==> src/rtl/sfr_port_arbiter_if.sv <==
// Background requester bus for the SFR port arbiter: two requesters,
// each with a request/ack handshake and a 16-bit data path.
interface sfr_port_arbiter_if #(
  parameter int SFR_AW = 5,
  parameter int DATA_W = 8
);
  logic [1:0]          rq_req;
  logic [1:0]          rq_we;
  logic [1:0]          rq_wide;
  logic [2*SFR_AW-1:0] rq_addr;
  logic [4*DATA_W-1:0] rq_wdata;
  logic [1:0]          rq_ack;
  logic [2*DATA_W-1:0] rq_rdata;

  modport master (
    output rq_req, rq_we, rq_wide, rq_addr, rq_wdata,
    input  rq_ack, rq_rdata
  );

  modport slave (
    input  rq_req, rq_we, rq_wide, rq_addr, rq_wdata,
    output rq_ack, rq_rdata
  );
endinterface

==> src/rtl/sfr_port_arbiter.sv <==
// Shares the SFR file port between the CPU memory stage (always first,
// zero latency) and two background requesters (interrupt controller,
// debug port). Background transactions are 8- or 16-bit, arbitrated
// round-robin, and only use cycles the CPU leaves idle.
module sfr_port_arbiter #(
  parameter int SFR_AW = 5,
  parameter int DATA_W = 8
) (
  input  logic              clock,
  input  logic              nreset,
  // CPU side
  input  logic              cpu_wr_en,
  input  logic              cpu_rd_en,
  input  logic [SFR_AW-1:0] cpu_addr,
  input  logic [DATA_W-1:0] cpu_wdata,
  input  logic [6:0]        cpu_ptr_ctl,
  input  logic              cpu_call_sel,
  output logic [DATA_W-1:0] cpu_rdata,
  // background requesters
  sfr_port_arbiter_if.slave rq,
  output logic              busy,
  // SFR file side
  output logic [1:0]        sfr_wren,
  output logic [SFR_AW-1:0] sfr_wr_addr,
  output logic [SFR_AW-1:0] sfr_rd_addr,
  output logic [DATA_W-1:0] sfr_write_data,
  output logic [6:0]        sfr_mem_ptr_ctl,
  output logic              sfr_call_stk_addr_sel,
  input  logic [DATA_W-1:0] sfr_read_data
);

  typedef enum logic [2:0] {IDLE, LO, HI, RWAIT, DONE} state_t;

  state_t              state, state_nxt;
  logic                grant, grant_nxt, last_grant;
  logic                load;
  logic                lat_we, lat_wide;
  logic [SFR_AW-1:0]   lat_addr;
  logic [2*DATA_W-1:0] lat_wdata;
  logic                cap_vld, cap_hi;
  logic [2*DATA_W-1:0] rdata_q;
  logic                cpu_busy, beat, hi_sel;
  logic [SFR_AW-1:0]   beat_addr;
  logic [DATA_W-1:0]   beat_byte;

  assign cpu_busy  = cpu_wr_en | cpu_rd_en | (|cpu_ptr_ctl);
  assign hi_sel    = (state == HI);
  assign beat      = !cpu_busy && ((state == LO) || hi_sel);
  assign beat_addr = lat_addr + SFR_AW'(hi_sel);
  assign beat_byte = hi_sel ? lat_wdata[2*DATA_W-1:DATA_W] : lat_wdata[DATA_W-1:0];

  assign busy        = (state != IDLE);
  assign cpu_rdata   = sfr_read_data;
  assign rq.rq_ack   = (state == DONE) ? (grant ? 2'b10 : 2'b01) : 2'b00;
  assign rq.rq_rdata = rdata_q;

  // Next-state and grant decision; the port is only needed in LO/HI.
  always_comb begin
    state_nxt = state;
    grant_nxt = grant;
    load      = 1'b0;
    case (state)
      IDLE: begin
        if (|rq.rq_req) begin
          load      = 1'b1;
          grant_nxt = (&rq.rq_req) ? ~last_grant : rq.rq_req[1];
          state_nxt = LO;
        end
      end
      LO: begin
        if (!cpu_busy) begin
          if (lat_wide)    state_nxt = HI;
          else if (lat_we) state_nxt = DONE;
          else             state_nxt = RWAIT;
        end
      end
      HI: begin
        if (!cpu_busy) state_nxt = lat_we ? DONE : RWAIT;
      end
      RWAIT: begin
        // RWAIT is entered right after the final read beat, so the
        // capture in flight here is always the last byte.
        if (cap_vld && (cap_hi == lat_wide)) state_nxt = DONE;
      end
      DONE: state_nxt = IDLE;
      default: state_nxt = IDLE;
    endcase
  end

  // Control state: FSM, grant history, capture flag and result register.
  always_ff @(posedge clock) begin
    if (!nreset) begin
      state      <= IDLE;
      grant      <= 1'b0;
      last_grant <= 1'b1;
      cap_vld    <= 1'b0;
      rdata_q    <= '0;
    end else begin
      state   <= state_nxt;
      grant   <= grant_nxt;
      cap_vld <= beat && !lat_we;
      if (state == DONE) last_grant <= grant;
      if (load) begin
        rdata_q <= '0;
      end else if (cap_vld) begin
        if (cap_hi) rdata_q[2*DATA_W-1:DATA_W] <= sfr_read_data;
        else        rdata_q[DATA_W-1:0]        <= sfr_read_data;
      end
    end
  end

  // Transaction fields latched at grant; which byte a read beat targets.
  always_ff @(posedge clock) begin
    cap_hi <= hi_sel;
    if (load) begin
      lat_we    <= grant_nxt ? rq.rq_we[1]   : rq.rq_we[0];
      lat_wide  <= grant_nxt ? rq.rq_wide[1] : rq.rq_wide[0];
      lat_addr  <= grant_nxt ? rq.rq_addr[2*SFR_AW-1:SFR_AW] : rq.rq_addr[SFR_AW-1:0];
      lat_wdata <= grant_nxt ? rq.rq_wdata[4*DATA_W-1:2*DATA_W] : rq.rq_wdata[2*DATA_W-1:0];
    end
  end

  // SFR port mux: CPU first, then a background beat, else quiet.
  always_comb begin
    sfr_wren              = 2'b00;
    sfr_wr_addr           = '0;
    sfr_rd_addr           = '0;
    sfr_write_data        = '0;
    sfr_mem_ptr_ctl       = '0;
    sfr_call_stk_addr_sel = cpu_call_sel;
    if (!nreset) begin
      sfr_call_stk_addr_sel = 1'b0;
    end else if (cpu_busy) begin
      sfr_wren        = {cpu_rd_en, cpu_wr_en};
      sfr_wr_addr     = cpu_addr;
      sfr_rd_addr     = cpu_addr;
      sfr_write_data  = cpu_wdata;
      sfr_mem_ptr_ctl = cpu_ptr_ctl;
    end else if (beat) begin
      sfr_wren       = lat_we ? 2'b01 : 2'b10;
      sfr_wr_addr    = beat_addr;
      sfr_rd_addr    = beat_addr;
      sfr_write_data = beat_byte;
    end
  end

endmodule

==> src/flat_wrapper.sv <==
// flat-port wrapper written by rule: the top's interface ports become plain ports
module sfr_port_arbiter_flat 
#(
  parameter int SFR_AW = 5,
  parameter int DATA_W = 8
)
  (clock, nreset, cpu_wr_en, cpu_rd_en, cpu_addr, cpu_wdata, cpu_ptr_ctl, cpu_call_sel, cpu_rdata, busy, sfr_wren, sfr_wr_addr, sfr_rd_addr, sfr_write_data, sfr_mem_ptr_ctl, sfr_call_stk_addr_sel, sfr_read_data, rq_rq_req, rq_rq_we, rq_rq_wide, rq_rq_addr, rq_rq_wdata, rq_rq_ack, rq_rq_rdata);
  sfr_port_arbiter_if #(.SFR_AW(SFR_AW), .DATA_W(DATA_W)) rq_i ();
  input  logic clock;
  input  logic nreset;
  input  logic cpu_wr_en;
  input  logic cpu_rd_en;
  input  logic [SFR_AW-1:0] cpu_addr;
  input  logic [DATA_W-1:0] cpu_wdata;
  input  logic [6:0] cpu_ptr_ctl;
  input  logic cpu_call_sel;
  output logic [DATA_W-1:0] cpu_rdata;
  output logic busy;
  output logic [1:0] sfr_wren;
  output logic [SFR_AW-1:0] sfr_wr_addr;
  output logic [SFR_AW-1:0] sfr_rd_addr;
  output logic [DATA_W-1:0] sfr_write_data;
  output logic [6:0] sfr_mem_ptr_ctl;
  output logic sfr_call_stk_addr_sel;
  input  logic [DATA_W-1:0] sfr_read_data;
  input wire logic [$bits(rq_i.rq_req)-1:0] rq_rq_req;
  input wire logic [$bits(rq_i.rq_we)-1:0] rq_rq_we;
  input wire logic [$bits(rq_i.rq_wide)-1:0] rq_rq_wide;
  input wire logic [$bits(rq_i.rq_addr)-1:0] rq_rq_addr;
  input wire logic [$bits(rq_i.rq_wdata)-1:0] rq_rq_wdata;
  output wire logic [$bits(rq_i.rq_ack)-1:0] rq_rq_ack;
  output wire logic [$bits(rq_i.rq_rdata)-1:0] rq_rq_rdata;
  assign rq_i.rq_req = rq_rq_req;
  assign rq_i.rq_we = rq_rq_we;
  assign rq_i.rq_wide = rq_rq_wide;
  assign rq_i.rq_addr = rq_rq_addr;
  assign rq_i.rq_wdata = rq_rq_wdata;
  assign rq_rq_ack = rq_i.rq_ack;
  assign rq_rq_rdata = rq_i.rq_rdata;
  sfr_port_arbiter #(.SFR_AW(SFR_AW), .DATA_W(DATA_W)) u_core (.clock(clock), .nreset(nreset), .cpu_wr_en(cpu_wr_en), .cpu_rd_en(cpu_rd_en), .cpu_addr(cpu_addr), .cpu_wdata(cpu_wdata), .cpu_ptr_ctl(cpu_ptr_ctl), .cpu_call_sel(cpu_call_sel), .cpu_rdata(cpu_rdata), .rq(rq_i), .busy(busy), .sfr_wren(sfr_wren), .sfr_wr_addr(sfr_wr_addr), .sfr_rd_addr(sfr_rd_addr), .sfr_write_data(sfr_write_data), .sfr_mem_ptr_ctl(sfr_mem_ptr_ctl), .sfr_call_stk_addr_sel(sfr_call_stk_addr_sel), .sfr_read_data(sfr_read_data));
endmodule
==> config.mk <==
export PLATFORM = sky130hd
export DESIGN_NAME = sfr_port_arbiter_flat
export DESIGN_NICKNAME = d
export VERILOG_FILES = /design/src/rtl/sfr_port_arbiter_if.sv /design/src/rtl/sfr_port_arbiter.sv /design/src/flat_wrapper.sv
export SDC_FILE = /design/constraint.sdc
export NUM_CORES = 1
export LEC_CHECK = 0
export ABC_AREA = 1
export CAP_MARGIN = 20
export CORE_ASPECT_RATIO = 0.75
export CORE_MARGIN = 2
export CORE_UTILIZATION = 50
export CTS_CLUSTER_SIZE = 20
export DETAILED_ROUTE_END_ITERATION = 10
export DONT_BUFFER_PORTS = 1
export GPL_TIMING_DRIVEN = 0
export MAX_ROUTING_LAYER = met4
export PLACE_DENSITY = 0.7
export SYNTH_ARGS = -nofsm -noshare
export SYNTH_HDL_FRONTEND = slang
export SYNTH_SLANG_ARGS = --single-unit
==> constraint.sdc <==
create_clock -name clock -period 2.3 [get_ports clock]
set_input_delay 0.345 -clock clock [delete_from_list [all_inputs] [get_ports clock]]
set_output_delay 0.345 -clock clock [all_outputs]
set_load 0.02 [all_outputs]
==> out/metrics.cfg, run 1 <==
[global_routing]
grt_pass1_wl_mm=9.81
gr-usage-all-layers_pct=23.2
antenna_found_initial=0
gr-total-overflow=0
grt_pass1_vias=2087
grt_max_degree=24

[floorplanning]
start_util_pct=52.7
rows=22
core_um2=4980
die_h_um=66.7
die_width_um=87.6
pin_count=136
die-area_um2=5850

[layout]
finalInstanceArea_um2=2950
drive_gt1_share_pct=17.4
final_util_pct=59.2
seq_area_um2=1160
fillers=482
layout.cells.non_filler=439
layout.nets=449
multi_input_area_um2=1270
syn2layout_area_growth_pct=12.5
n_antenna_cell=0

[logic_synthesis]
syn_area_um2=2620
synth_nets=436
syn_inst=353
ys_ff_latch=46
postSynthAreaPerCell_um2=7.43
synth_top_area_cell=edfxtp_1
synth_warnings=0
ys_seq_area_share_pct=43.9
synth.distinct_cells=32
netlist_top_cells_area=edfxtp_1, nand2_1, dfxtp_1
synth_top_area_share_pct=26.3

[pwr]
totalPowerFinal_mw=3.65
power_frac_comb_pct=47.6
ir_drop_uv=640
p_seq_share_pct=38.5
clkPwrFrac_pct=13.9
p_sw_share_pct=42.9
switchingPower_mw=1.56
leakage_nw=1.29
power_density_nw_per_um2=1240
intPower_mw=2.08

[setup_path]
r2r-start=u_core.state[2]
cp-startpoint=u_core.state[2]
crit_slowest_cell=dfxtp_2
start_kind=flip-flop
required_ns=1.96
critPathMaxFanout=3
end_kind=output pin
cpPeakStageDelay_ns=0.35
path_cells=nor2_4 > nand2_4 > inv_8 > ha_4 > ha_4 > nand3_2 > xor2_1 > o21a_1 > nor2_4 > buf_6
crit_type=flip-flop to output pin
cp.arrival_ns=1.95

[clock_network]
clockBufferDepth=2
insertion_delay_ns=0.29
cts_root_buffer=clkbuf_8
cts.sinks=46
cts_max_level=2
clkTransAtPathRegs_ns=0.08
tritoncts=yes
cts_buffers=5

[hold_path]
min_from=nreset
hold_path_class=input port to flip-flop

[placement]
dp_cells=425
place_congestion=0.796
port_buffers=0
dpl.hpwl_mm=4.89
placedInstanceArea_um2=2720

[route]
vias_per_cell=5.21
ant_nets=0
drc=0
wl_per_cell_um=14.6
firstDrtPassIters=4
wl_mm=6.39
vias=2286
initialDrtViolationCount=140

[timing]
holdWs_ns=0.155
fin_crit_ns=2.30
finalSetupViolCount=0
skew_ns=0.00374
max_freq_ghz=0.435
fin_crit_sh_pct=99.9
tightest_slew_ns=0.871
relSlewSlack_pct=41.9
finalHoldViolCount=0
slew_viol_final=0
rsz0062_at_grt=true

[status]
run_status=complete, no violations

[flow_run]
drv_cap=0

worst max-delay path: cells and delay by family (launching register included):
kind	cells	cell delay (ns)
AOI/OAI and AO/OA	1	0.20
adders and majority gates	2	0.26
buffers and inverters	2	0.22
and+or+nand+nor	4	0.48
xor gates and xnor gates	1	0.15
DFF	1	0.35
stage by stage:
stage / worst slack, ns / setup TNS, ns
after floorplan: 0.0592 / 0
final: 0.00309 / 0
after CTS: -0.0381 / -0.0381
after global routing: -0.0911 / -0.297
after global placement: -0.243 / -0.846
after detailed placement: -0.292 / -1.10
flip-flops by register name (all words and copies together), names as in the netlist:
signal	count
u_core.lat_wide	1
u_core.last_grant	1
u_core.cap_vld	1
u_core.lat_we	1
u_core.lat_wdata	16
u_core.rq.rq_rdata	16
u_core.cap_hi	1
u_core.state	3
u_core.lat_addr	5
u_core.grant	1
layout make-up:
| cell class | count | share of cell area, % |
|---|---|---|
| plain buffers | 28 | 6.61 |
| clock buffers | 6 | 2.80 |
| clock inverters | 2 | 0.424 |
| inverters | 24 | 3.39 |
| multi-input cells | 255 | 43.0 |
| flip-flops and latches | 46 | 39.2 |
| well taps | 72 | 3.05 |
| repair buffers | 6 | 1.53 |
cells in the final DEF (no fill, tap or decap), types with 3 or more instances in the layout:
| cell type | netlist | routed |
|---|---|---|
| nand2_4 | 2 | 3 |
| clkbuf_8 | 0 | 6 |
| buf_6 | 2 | 5 |
| o21ai_0 | 3 | 3 |
| nand3_1 | 59 | 58 |
| a21oi_1 | 31 | 27 |
| dfxtp_1 | 23 | 20 |
| clkbuf_1 | 3 | 3 |
| nand2_1 | 124 | 124 |
| edfxtp_1 | 23 | 23 |
| nand2_2 | 4 | 3 |
| buf_4 | 14 | 17 |
| buf_2 | 9 | 9 |
| nor2_1 | 15 | 14 |
| inv_1 | 20 | 21 |
logic make-up (layout without fill, tap and decap cells):
family	after synthesis	after routing	share of synthesized area [%]
AND/OR/NAND/NOR	211	211	34.9
buffers and inverters	52	66	10.5
flip-flops	46	46	43.9
AO/OA/AOI/OAI	40	40	9.11
adder cells (fa/ha/maj)	2	2	0.954
XOR/XNOR	2	2	0.668
layer usage:
layer	part of all wire [%]	vias to the layer above	wire, µm	GRT usage, %
li1	-	1167	-	-
met1	46	998	2910	30.7
met2	44	111	2840	35.8
met3	8.8	10	562	4.83
met4	1.3	0	81	7.31
met5	0	-	0	-
path summary, 6_finish.rpt:
kind	end	slack (ns)	cells past startpoint
min reg2reg	u_core.rq.rq_rdata[1]	0.57	2
min	u_core.state[0]	0.15	2
max	sfr_wr_addr[4]	0.003	10
max reg2reg	u_core.lat_wdata[14]	0.25	7
power groups by stage:
stage / logic [mW] / registers [mW] / clock network, mW
finish: 1.74 / 1.40 / 0.507
global route: 1.97 / 1.43 / 0.555
CTS: 1.73 / 1.40 / 0.523
detailed placement: 1.60 / 1.40 / 0
global placement: 1.57 / 1.39 / 0
floorplan: 1.24 / 1.36 / 0
synthesized netlist by cell type:
| cell | count |
|---|---|
| a21oi_1 | 31 |
| o21ai_0 | 3 |
| nand2_2 | 4 |
| nand3b_1 | 1 |
| o211ai_1 | 1 |
| xnor2_1 | 1 |
| nand2_1 | 124 |
| ha_1 | 2 |
| nand3_1 | 59 |
| inv_1 | 20 |
| nand2_4 | 2 |
| o21ai_2 | 1 |
| dfxtp_1 | 23 |
| edfxtp_1 | 23 |
| nor3_1 | 1 |
| nand4_1 | 1 |
| inv_4 | 1 |
| nor2_4 | 1 |
| buf_2 | 9 |
| clkinv_1 | 1 |
| buf_6 | 2 |
| nor3b_1 | 1 |
| nor2_1 | 15 |
| or2_2 | 1 |
| o21ai_4 | 1 |
| clkbuf_1 | 3 |
| buf_4 | 14 |
| o211ai_4 | 1 |
| inv_2 | 2 |
| nor2_2 | 1 |
| o21a_1 | 2 |
| xor2_1 | 1 |
repair_timing:
item                       CTS  global route
hold buffers                 0             0
gates resized for setup     18             5
buffers inserted             5             1
hold endpoints to repair     0             0
gates cloned                 0             0
pin swaps                    5             2
setup endpoints to repair   11             5
(Power assumes the default switching activity.)
==> run 2: changes to the inputs <==
--- a/config.mk
+++ b/config.mk
@@ -6,7 +6,7 @@
 export NUM_CORES = 1
 export LEC_CHECK = 0
 export ABC_AREA = 1
-export CAP_MARGIN = 20
+export CAP_MARGIN = 5
 export CORE_ASPECT_RATIO = 0.75
 export CORE_MARGIN = 2
 export CORE_UTILIZATION = 50
@@ -15,7 +15,7 @@
 export DONT_BUFFER_PORTS = 1
 export GPL_TIMING_DRIVEN = 0
 export MAX_ROUTING_LAYER = met4
-export PLACE_DENSITY = 0.7
+export PLACE_DENSITY = 0.73
 export SYNTH_ARGS = -nofsm -noshare
 export SYNTH_HDL_FRONTEND = slang
 export SYNTH_SLANG_ARGS = --single-unit
==> constraint.sdc (replaced) <==
create_clock -name clock -period 2 [get_ports clock]
set_input_delay 0.3 -clock clock [delete_from_list [all_inputs] [get_ports clock]]
set_output_delay 0.3 -clock clock [all_outputs]
set_load 0.02 [all_outputs]
==> out/metrics.cfg, run 2 (synthesis gave the netlist of run 1 again) <==
[status]
run_status=finished with violations
violations=negative setup slack

[clock_network]
cts.sinks=46
insertion_delay_ns=0.29
cts_buffers=5
tritoncts=yes
cts_root_buffer=clkbuf_8
clockBufferDepth=2
clkTransAtPathRegs_ns=0.09
hold_buffers=0
cts_max_level=2

[timing]
finalSetupViolCount=17
fin_crit_sh_pct=113
worst_slack_ns=-0.267
rsz0062_at_grt=true
tightest_slew_ns=0.706
skew_ns=0.00504
max_freq_ghz=0.441
timing.setup.tns_ns=-2.54
slew_viol_final=0
finalHoldViolCount=0
fin_crit_ns=2.27
relSlewSlack_pct=53.0

[floorplanning]
start_util_pct=52.7
core_um2=4980
die-area_um2=5850
pin_count=136
die_h_um=66.7
rows=22
die_width_um=87.6

[layout]
drive_gt1_share_pct=20.3
final_common_cell=nand2_1
final_util_pct=61.6
syn2layout_area_growth_pct=17.0
n_antenna_cell=0
fillers=459
final_cell_mix=nand2_1, nand3_1, a21oi_1
layout.nets=452

[pwr]
power_density_nw_per_um2=1430
leakage_nw=1.31
ir_drop_uv=647

[setup_path]
cpPeakStageDelay_ns=0.34
cp-startpoint=u_core.state[2]
path_depth=10
worst-path-buf-inv=2
crit_slowest_cell=dfxtp_2
r2r-start=u_core.state[2]
required_ns=1.70
end_kind=output pin
path_cells=nor2_4 > nand2_4 > inv_8 > ha_4 > ha_4 > nand3_2 > xor2_1 > o21a_1 > nor2_4 > buf_6
reg2reg_depth=6
start_kind=flip-flop
critPathMaxFanout=3
cp.arrival_ns=1.97
crit_type=flip-flop to output pin
crit_family=simple AND/OR/NAND/NOR gates

[global_routing]
gr-usage-all-layers_pct=22.5
grt_max_degree=24
antenna_found_initial=0
grt_pass1_vias=2053
grt_pass1_wl_mm=9.76
gr-total-overflow=0

[placement]
port_buffers=0
dpl.hpwl_mm=4.91
place_congestion=0.882

[route]
drc=0
wl_per_cell_um=14.9
vias=2370
initialDrtViolationCount=107
wl_mm=6.57
vias_per_cell=5.36
firstDrtPassIters=5
ant_nets=0

[hold_path]
min_from=sfr_read_data[5]
hold_path_class=input port to flip-flop
holdPathStages=2

[flow_run]
drv_cap=0

-- run 2: final cells by class --
| class | count | area, µm² | share of cell area [%] |
|---|---|---|---|
| Multi-Input combinational cell | 255 | 1330 | 43.4 |
| Sequential cell | 46 | 1160 | 37.7 |
| Buffer | 28 | 210 | 6.85 |
| Inverter | 24 | 104 | 3.38 |
| Tap cell | 72 | 90.1 | 2.93 |
| Clock buffer | 6 | 72.6 | 2.36 |
| Timing Repair Buffer | 9 | 67.6 | 2.20 |
| Clock inverter | 2 | 37.5 | 1.22 |
-- run 2: worst paths after layout --
check / slack, ns / to
worst max register to register: 0.23 / u_core.lat_wdata[12]
worst min register to register: 0.57 / u_core.rq.rq_rdata[5]
worst min-delay path: 0.15 / u_core.rq.rq_rdata[13]
worst max-delay path: -0.27 / sfr_wr_addr[4]
-- run 2: metal layers --
metal	vias to the layer above	wire (µm)	global-route usage [%]
met1	1075	2740	27.0
met2	111	3320	39.5
met5	-	0	-
met3	2	483	4.71
met4	0	19	4.23
li1	1182	-	-
-- run 2: power breakdown --
group / internal, mW / switching [mW] / leakage, nW / total [mW]
Clock: 0.373 / 0.318 / 0.0514 / 0.692
Sequential: 1.45 / 0.161 / 0.413 / 1.61
Combinational: 0.747 / 1.36 / 0.845 / 2.11
Total: 2.57 / 1.84 / 1.31 / 4.41
-- run 2: stage by stage --
step	instances	instance area [µm²]	hold WS, ns	setup slack (ns)	power (mW)
detailed placement	425	2760	0.418	-0.195	3.45
CTS	439	2960	0.101	-0.266	4.25
floorplan	353	2670	0.413	-0.0267	3.04
global placement	425	2760	0.416	-0.169	3.38
global route	442	3070	0.137	-0.332	4.74
finish	442	3070	0.147	-0.267	4.41
-- run 2: repair_timing --
action / in CTS / in global routing
endpoints found under the setup margin: 18 / 43
cloned: 0 / 0
resized for setup: 11 / 19
pin swaps: 6 / 7
buffers inserted: 6 / 3
==> run 3: changes to the inputs <==
--- a/config.mk
+++ b/config.mk
@@ -10,6 +10,7 @@
 export CORE_ASPECT_RATIO = 0.75
 export CORE_MARGIN = 2
 export CORE_UTILIZATION = 50
+export CTS_BUF_LIST = sky130_fd_sc_hd__clkbuf_4
 export CTS_CLUSTER_SIZE = 20
 export DETAILED_ROUTE_END_ITERATION = 10
 export DONT_BUFFER_PORTS = 1
==> out/metrics.cfg, run 3 (synthesis gave the netlist of run 1 again) <==
[route]
firstDrtPassIters=4
initialDrtViolationCount=79
ant_nets=0
vias_per_cell=5.29
drc=0
vias=2375
wl_mm=6.62
wl_per_cell_um=14.8

[layout]
layout.nets=459
n_antenna_cell=0
final_common_cell=nand2_1
drive_gt1_share_pct=23.1
layout.cells.non_filler=449
syn2layout_area_growth_pct=20.2
final_util_pct=63.3
finalInstanceArea_um2=3150
final_cell_mix=nand2_1, nand3_1, a21oi_1

[hold_path]
hold_path_class=input port to flip-flop
holdPathStages=2
min_from=nreset

[pwr]
leakage_nw=1.35
power_density_nw_per_um2=1440
ir_drop_uv=646

[clock_network]
cts_max_level=2
clkTransAtPathRegs_ns=0.14
clockBufferDepth=2
hold_buffers=0
tritoncts=yes
cts.sinks=46
insertion_delay_ns=0.34
cts_root_buffer=clkbuf_4
cts_buffers=5

[floorplanning]
rows=22
pin_count=136
die_h_um=66.7
die-area_um2=5850
core_um2=4980
die_width_um=87.6
start_util_pct=52.7

[global_routing]
antenna_found_initial=0
gr-total-overflow=0
grt_pass1_wl_mm=9.72
grt_pass1_vias=2051
grt_max_degree=24
gr-usage-all-layers_pct=22.6

[setup_path]
cp-startpoint=u_core.state[2]
start_kind=flip-flop
reg2reg_depth=6
cp.arrival_ns=2.04
end_kind=output pin
path_cells=nor2_4 > nand2_4 > inv_8 > ha_4 > ha_4 > nand3_2 > xor2_1 > o21a_1 > nor2_4 > buf_6
crit_type=flip-flop to output pin
r2r-start=u_core.state[0]
cpPeakStageDelay_ns=0.36
crit_slowest_cell=dfxtp_2
required_ns=1.70
critPathMaxFanout=3

[timing]
fin_crit_sh_pct=117
skew_ns=0.00264
relSlewSlack_pct=47.8
timing.setup.tns_ns=-3.80
slew_viol_final=0
finalHoldViolCount=0
fin_crit_ns=2.34
max_freq_ghz=0.427
tightest_slew_ns=0.784
worst_slack_ns=-0.343
finalSetupViolCount=17
rsz0062_at_grt=true

[status]
violations=negative setup slack
run_status=finished with violations

[placement]
dpl.hpwl_mm=4.91
dp_cells=425
preCtsSetupSlack_ns=-0.195
port_buffers=0
place_congestion=0.882
placedInstanceArea_um2=2760

[flow_run]
drv_cap=0

## run 3: changes by cell type in the layout (fill, tap and decap cells not counted), moves of 2 or more
cell / previous run / this run
a21oi_1: 27 / 25
buf_4: 17 / 22
clkbuf_4: 0 / 6
clkbuf_8: 5 / 0
nand3_2: 3 / 1
nand3_4: 2 / 4
## run 3: stage by stage
step | hold slack (ns) | power (mW)
final | 0.0802 | 4.54
after global routing | 0.0603 | 4.88
after CTS | 0.0339 | 4.14
after detailed placement | 0.418 | 3.45
after global placement | 0.416 | 3.38
after floorplan | 0.413 | 3.04
## run 3: metal layers
layer,up-vias,wire [µm],track usage [%]
met2,97,3320,39.3
met3,4,509,5.08
li1,1196,-,-
met4,0,31,4.23
met1,1078,2770,27.2
met5,-,0,-
## run 3: worst paths after layout
check,to,slack [ns]
worst max register to register,u_core.lat_addr[3],0.22
worst min register to register,u_core.rq.rq_rdata[5],0.57
worst min-delay path,u_core.state[0],0.08
worst max-delay path,sfr_wr_addr[4],-0.34
## run 3: timing repair
item / 4_1_cts / 5_1_grt
buffers inserted: 6 / 10
setup endpoints to repair: 19 / 43
gates resized for setup: 14 / 28
pin swaps: 6 / 9
## run 3: cell type report
| cell class | instances | area (µm²) |
|---|---|---|
| plain buffers | 28 | 210 |
| clock buffers | 6 | 45.0 |
| clock inverters | 2 | 37.5 |
| fillers | 449 | 1830 |
| inverters | 24 | 104 |
| multi-input cells | 255 | 1380 |
| flip-flops and latches | 46 | 1160 |
| well taps | 72 | 90.1 |
| repair buffers | 16 | 131 |
## run 3: power by group
group	leakage, nW	total (mW)	internal (mW)	switching, mW
Sequential	0.413	1.60	1.44	0.161
Combinational	0.897	2.35	0.899	1.45
Clock	0.0419	0.588	0.278	0.310
Total	1.35	4.54	2.62	1.92
## run 3: critical path: cells and delay by family (launching register included)
kind / cells / cell delay, ns
AOI/OAI and AO/OA: 1 / 0.21
DFF: 1 / 0.36
adders and majority gates: 2 / 0.26
and+or+nand+nor: 4 / 0.50
buffers and inverters: 2 / 0.22
xor gates and xnor gates: 1 / 0.15
